### src/rtl/ro_trng_ctrl.sv
// ro_trng_ctrl -- sequencer for a ring-oscillator entropy source.
//
// Enables the oscillator, waits out warm-up, samples the raw oscillator
// output through a 2-flop synchroniser at a fixed strobe rate, assembles
// WORD_W-bit words and offers them on a valid/ready port. A repetition-count
// health test on the raw strobe samples shuts the source down when it trips.
//
// Ports:
//   clk          system clock
//   rst_n        asynchronous reset, active-low
//   en           level: run the source
//   ro_start     oscillator enable (registered)
//   ro_raw       raw oscillator output, asynchronous to clk
//   rnd_data     random word, stable while rnd_valid=1
//   rnd_valid    word available
//   rnd_ready    consumer accepts; transfer on rnd_valid & rnd_ready
//   health_fail  sticky health-test failure flag (cleared by en=0)
//   busy         high whenever the sequencer is not idle
//
// Build option: define RNG_VN_DEBIAS_EN to insert a Von Neumann corrector
// between the strobe samples and the word assembler. The health test always
// sees the raw samples.
module ro_trng_ctrl #(
  parameter int WORD_W     = 8,
  parameter int WARMUP_CYC = 256,
  parameter int SAMPLE_DIV = 16,
  parameter int REP_LIMIT  = 32
) (
  input  logic              clk,
  input  logic              rst_n,
  input  logic              en,
  output logic              ro_start,
  input  logic              ro_raw,
  output logic [WORD_W-1:0] rnd_data,
  output logic              rnd_valid,
  input  logic              rnd_ready,
  output logic              health_fail,
  output logic              busy
);

  localparam int WARM_W = $clog2(WARMUP_CYC) + 1;
  localparam int PSC_W  = $clog2(SAMPLE_DIV) + 1;
  localparam int BIT_W  = $clog2(WORD_W) + 1;
  localparam int REP_W  = $clog2(REP_LIMIT) + 1;

  typedef enum logic [2:0] {
    ST_IDLE    = 3'd0,
    ST_WARMUP  = 3'd1,
    ST_COLLECT = 3'd2,
    ST_HOLD    = 3'd3,
    ST_FAIL    = 3'd4
  } state_t;

  state_t              state_r;
  logic                ro_start_r;
  logic [WORD_W-1:0]   rnd_data_r;
  logic                rnd_valid_r;
  logic                health_fail_r;
  logic                busy_r;
  logic [WARM_W-1:0]   warm_cnt_r;
  logic [PSC_W-1:0]    psc_r;
  logic [BIT_W-1:0]    bit_cnt_r;
  logic [WORD_W-2:0]   shift_r;
  logic [REP_W-1:0]    rep_cnt_r;
  logic                prev_r;
  logic                seed_r;
  logic                sync1_r;
  logic                sync2_r;
`ifdef RNG_VN_DEBIAS_EN
  logic                vn_phase_r;
  logic                vn_first_r;
`endif

  logic                sampling_s;
  logic                strobe_s;
  logic [REP_W-1:0]    rep_next_s;
  logic                trip_s;
  logic                accept_s;
  logic                acc_bit_s;
  logic [WORD_W-1:0]   word_s;

  assign ro_start    = ro_start_r;
  assign rnd_data    = rnd_data_r;
  assign rnd_valid   = rnd_valid_r;
  assign health_fail = health_fail_r;
  assign busy        = busy_r;

  // Two-flop synchroniser; sync2_r is the only view of ro_raw inside the block
  always_ff @(posedge clk or negedge rst_n) begin
    if (!rst_n) begin
      sync1_r <= 1'b0;
      sync2_r <= 1'b0;
    end else begin
      sync1_r <= ro_raw;
      sync2_r <= sync1_r;
    end
  end

  // Strobe generation, health-count lookahead and accepted-bit selection
  always_comb begin
    sampling_s = (state_r == ST_COLLECT) || (state_r == ST_HOLD);
    strobe_s   = sampling_s && (psc_r == PSC_W'(SAMPLE_DIV - 1));
    rep_next_s = rep_cnt_r;
    if (!strobe_s) begin
      rep_next_s = rep_cnt_r;
    end else if (seed_r || (sync2_r != prev_r)) begin
      rep_next_s = REP_W'(1'b1);
    end else if (rep_cnt_r < REP_W'(REP_LIMIT)) begin
      rep_next_s = rep_cnt_r + REP_W'(1'b1);
    end else begin
      rep_next_s = rep_cnt_r;
    end
    // The trip is decided in the strobe cycle so FAIL beats a same-cycle word or handshake
    trip_s = strobe_s && (rep_next_s == REP_W'(REP_LIMIT));
`ifdef RNG_VN_DEBIAS_EN
    // Second sample of a pair: differing pair yields its first sample as the bit
    accept_s  = strobe_s && vn_phase_r && (vn_first_r != sync2_r);
    acc_bit_s = vn_first_r;
`else
    accept_s  = strobe_s;
    acc_bit_s = sync2_r;
`endif
    word_s = {shift_r, acc_bit_s};
  end

  // Sequencer FSM plus sampling datapath; every output is driven from these flops
  always_ff @(posedge clk or negedge rst_n) begin
    if (!rst_n) begin
      state_r       <= ST_IDLE;
      ro_start_r    <= 1'b0;
      rnd_data_r    <= {WORD_W{1'b0}};
      rnd_valid_r   <= 1'b0;
      health_fail_r <= 1'b0;
      busy_r        <= 1'b0;
      warm_cnt_r    <= {WARM_W{1'b0}};
      psc_r         <= {PSC_W{1'b0}};
      bit_cnt_r     <= {BIT_W{1'b0}};
      shift_r       <= {(WORD_W-1){1'b0}};
      rep_cnt_r     <= {REP_W{1'b0}};
      prev_r        <= 1'b0;
      seed_r        <= 1'b0;
`ifdef RNG_VN_DEBIAS_EN
      vn_phase_r    <= 1'b0;
      vn_first_r    <= 1'b0;
`endif
    end else begin
      // Prescaler and health history keep running through COLLECT and HOLD
      if (strobe_s) begin
        psc_r     <= {PSC_W{1'b0}};
        rep_cnt_r <= rep_next_s;
        prev_r    <= sync2_r;
        seed_r    <= 1'b0;
`ifdef RNG_VN_DEBIAS_EN
        vn_phase_r <= ~vn_phase_r;
        if (!vn_phase_r) begin
          vn_first_r <= sync2_r;
        end else begin
          vn_first_r <= vn_first_r;
        end
`endif
      end else if (sampling_s) begin
        psc_r <= psc_r + PSC_W'(1'b1);
      end else begin
        psc_r <= psc_r;
      end

      case (state_r)
        ST_IDLE: begin
          if (en) begin
            state_r    <= ST_WARMUP;
            ro_start_r <= 1'b1;
            busy_r     <= 1'b1;
            warm_cnt_r <= {WARM_W{1'b0}};
          end else begin
            state_r <= ST_IDLE;
          end
        end
        ST_WARMUP: begin
          if (!en) begin
            state_r    <= ST_IDLE;
            ro_start_r <= 1'b0;
            busy_r     <= 1'b0;
          end else if (warm_cnt_r == WARM_W'(WARMUP_CYC - 1)) begin
            state_r   <= ST_COLLECT;
            psc_r     <= {PSC_W{1'b0}};
            bit_cnt_r <= {BIT_W{1'b0}};
            shift_r   <= {(WORD_W-1){1'b0}};
            rep_cnt_r <= {REP_W{1'b0}};
            prev_r    <= 1'b0;
            seed_r    <= 1'b1;
`ifdef RNG_VN_DEBIAS_EN
            vn_phase_r <= 1'b0;
`endif
          end else begin
            warm_cnt_r <= warm_cnt_r + WARM_W'(1'b1);
          end
        end
        ST_COLLECT: begin
          if (trip_s) begin
            state_r       <= ST_FAIL;
            ro_start_r    <= 1'b0;
            health_fail_r <= 1'b1;
          end else if (!en) begin
            // Partial word is abandoned; bit count restarts on the next run
            state_r    <= ST_IDLE;
            ro_start_r <= 1'b0;
            busy_r     <= 1'b0;
            bit_cnt_r  <= {BIT_W{1'b0}};
          end else if (accept_s) begin
            if (bit_cnt_r == BIT_W'(WORD_W - 1)) begin
              rnd_data_r  <= word_s;
              rnd_valid_r <= 1'b1;
              bit_cnt_r   <= {BIT_W{1'b0}};
              state_r     <= ST_HOLD;
            end else begin
              shift_r   <= word_s[WORD_W-2:0];
              bit_cnt_r <= bit_cnt_r + BIT_W'(1'b1);
            end
          end else begin
            state_r <= ST_COLLECT;
          end
        end
        ST_HOLD: begin
          // Bits accepted here are dropped; only the handshake or a trip leaves HOLD
          if (trip_s) begin
            state_r       <= ST_FAIL;
            ro_start_r    <= 1'b0;
            rnd_valid_r   <= 1'b0;
            health_fail_r <= 1'b1;
          end else if (rnd_ready) begin
            rnd_valid_r <= 1'b0;
            if (en) begin
              state_r <= ST_COLLECT;
`ifdef RNG_VN_DEBIAS_EN
              vn_phase_r <= 1'b0;
`endif
            end else begin
              state_r    <= ST_IDLE;
              ro_start_r <= 1'b0;
              busy_r     <= 1'b0;
            end
          end else begin
            state_r <= ST_HOLD;
          end
        end
        ST_FAIL: begin
          if (!en) begin
            state_r       <= ST_IDLE;
            health_fail_r <= 1'b0;
            busy_r        <= 1'b0;
          end else begin
            state_r <= ST_FAIL;
          end
        end
        default: begin
          state_r       <= ST_IDLE;
          ro_start_r    <= 1'b0;
          rnd_valid_r   <= 1'b0;
          health_fail_r <= 1'b0;
          busy_r        <= 1'b0;
        end
      endcase
    end
  end

endmodule

### config.mk
export PLATFORM = sky130hd
export DESIGN_NAME = ro_trng_ctrl
export DESIGN_NICKNAME = d
export VERILOG_FILES = /design/src/rtl/ro_trng_ctrl.sv
export SDC_FILE = /design/constraint.sdc
export NUM_CORES = 1
export LEC_CHECK = 0
export BUFFER_PORTS_ARGS = -buffer_cell sky130_fd_sc_hd__buf_4
export CORE_ASPECT_RATIO = 0.8
export CORE_UTILIZATION = 60
export CTS_BUF_LIST = sky130_fd_sc_hd__clkbuf_16
export DETAILED_ROUTE_END_ITERATION = 6
export PLACE_DENSITY = 0.79
export SLEW_MARGIN = 0
export SYNTH_ARGS = -nofsm -noshare
export SYNTH_HDL_FRONTEND = slang
export SYNTH_SLANG_ARGS = --single-unit
export TNS_END_PERCENT = 5
### constraint.sdc
create_clock -name clk -period 3.6 [get_ports clk]
set_clock_uncertainty 0.2 [all_clocks]
set_input_delay 0.72 -clock clk [delete_from_list [all_inputs] [get_ports clk]]
set_output_delay 0.72 -clock clk [all_outputs]
set_load 0.02 [all_outputs]
==> out/metrics.cfg <==
[global_route]
grt_max_degree=51
grt_usage=0.258
grt_pass1_wl_um=8650
antenna_found_initial=0
gr-total-overflow=0
grt_pass1_vias=1849

[yosys]
synthesis.area_um2=2520
ys_seq_elements=50
yosysSeqAreaShare=0.496
synth-main-ff-cell=dfrtp_1
ys_warn_count=0
synth_edf_count=0
synth_most_common_cell=dfrtp_1
synth_commonest_cells=50 x dfrtp_1, 24 x nor2_1, 22 x nand2_1, 14 x o21ai_0, 13 x inv_1
ys_top_cells_by_area=dfrtp_1 50%, nor2_1 3.6%, nand2_1 3.3%
synth_mux_area_frac=0.0675
synthSimpleGateAreaFrac=0.204
async_reset_ff_frac=1.00
synth_compound_area_frac=0.129
synth.net_count=258
syn-instance-count=247
yosys.area.top_type=dfrtp_1
synth_top_area_frac=0.496
postSynthAreaPerCell_um2=10.2
synth.distinct_cells=46
synthAdderAreaFrac=0.0298
synth_top_family_by_area=simple AND/OR/NAND/NOR gates
synthXorXnorAreaFrac=0.0347

[clock_tree]
cts_htree_levels=2
post_cts_buffers=0
cts_resized=0
insertion_delay_ns=0.29
cts-root-buf=clkbuf_16
cts_buffers=5
path_clk_slew_ns=0.06
cts_tree=built
clkSinkCount=50
cts_max_path_buffers=2
holdBufCountCts=0

[routing]
vias_per_cell=5.93
drc_errors=0
final_antenna_net_count=0
drt_iter0_markers=127
wl_per_cell_um=15.2
drt-pass1-iter-count=4
drt-total-wl_um=4830
vias=1885

[placement]
dpl.hpwl_um=3250
place_congestion=0.848
dpl-instance-area_um2=2680
port_buffers=16

[worst_setup_path]
end_kind=flop
ff2ff_path_depth=8
crit_fanout=16
crit_required_ns=3.54
cp.arrival_ns=3.01
cp-start-kind=flop
critPathKind=reg -> reg

[sta]
setup_viol=0
finalCritPeriodShare=0.854
min_period_ns=3.07
hold_viol=0
hold_ws_ns=0.154
max_freq_mhz=325
setup-tns-final_ns=0
relSlewSlack=0.478
rsz0062_at_grt=false
slew_viol_final=0
tightest_slew_ns=0.777

[run]
timing.max_cap.violations=0

[power_and_ir_drop]
p_leak_nw=1.45
total_power_mw=1.41
vdd.ir_drop.worst_mv=0.437
powerDensity_nw_per_um2=494

[floorplan]
die-area_um2=4470
die_y_um=60.0
core_um2=3900
die_w_um=74.5
start_util=0.646
io-pin-count=17
rows=20

[cells_and_area]
fin_nets=273
antenna_cells=0
layout-drive-gt1-share=0.148
num-fill-cells=280
final_area_um2=2870
area_growth_pct=13.6
multi_input_area_um2=1170
final_core_utilization=0.734
register_area_um2=1250

[min_path]
min_path_cells=0
hold_path_class=reg -> reg

[outcome]
status=finished clean

[layout by cell type, fill, tap and decap left out, drive strengths merged, types with 3 or more instances in the layout]
cell,instances
nor3,9
o211ai,5
xor2,8
dfrtp,50
nor2,24
mux2,8
nand3b,4
nand4,4
buf,18
o21ai,14
mux2i,8
nand2b,5
clkbuf,5
nand2,22
nor4,3
and3,4
a21oi,11
ha,6
inv,13
nand3,10
o31ai,3
[state kept, by name, indices dropped and copies added (netlist names), 3 cells and up]
signal      count
psc_r           5
shift_r         7
state_r         3
bit_cnt_r       4
warm_cnt_r      9
rep_cnt_r       6
rnd_data        8
[report_power, final]
group / internal, mW / switching [mW]
sequential: 0.613 / 0.0551
combinational: 0.0648 / 0.0918
clock: 0.395 / 0.195
[kinds of logic after synthesis]
family,Yosys count
compound gates,47
xor+xnor,10
fa+ha+maj,6
buf+inv,23
flops,50
mux,16
simple gates,95
[final cells by class]
class,instances,share of cell area
flip-flops and latches,50,0.436
multi-input cells,174,0.409
repair buffers,18,0.0471
clock buffers,5,0.0436
well taps,55,0.0240
clock inverters,3,0.0223
inverters,13,0.0170
[metrics by stage]
| step | instances | setup slack [ns] |
|---|---|---|
| 6_report | 318 | 0.526 |
| 5_1_grt | 318 | 0.378 |
| 4_1_cts | 318 | 0.507 |
| 3_5_place_dp | 310 | 0.559 |
| 3_3_place_gp | 310 | 0.644 |
| 2_1_floorplan | 247 | 0.971 |
[per-layer routing]
layer,track usage,wire length (um)
met5,0,0
met2,0.402,2160
met1,0.375,2360
met4,0.0647,47
met3,0.0455,264
[worst paths after layout]
path | slack (ns) | end | from
max | 0.53 | bit_cnt_r[3] | psc_r[0]
min | 0.15 | acc_bit_s | sync1_r
max reg2reg | 0.53 | bit_cnt_r[3] | psc_r[0]
min reg2reg | 0.15 | acc_bit_s | sync1_r
max in group asynchronous | 2.55 | rep_cnt_r[3] | rst_n
min in group asynchronous | 0.24 | warm_cnt_r[7] | rst_n
[critical path, cell delays in order, from the launching register on]
cell and delay (ns):
dfrtp_1 0.42, ha_1 0.25, and3_1 0.20, ha_1 0.19, and4bb_4 0.23, a2111oi_4 0.34, o2111a_2 0.44, nand2b_1 0.46
o211ai_1 0.19
(Power assumes the default switching activity.)
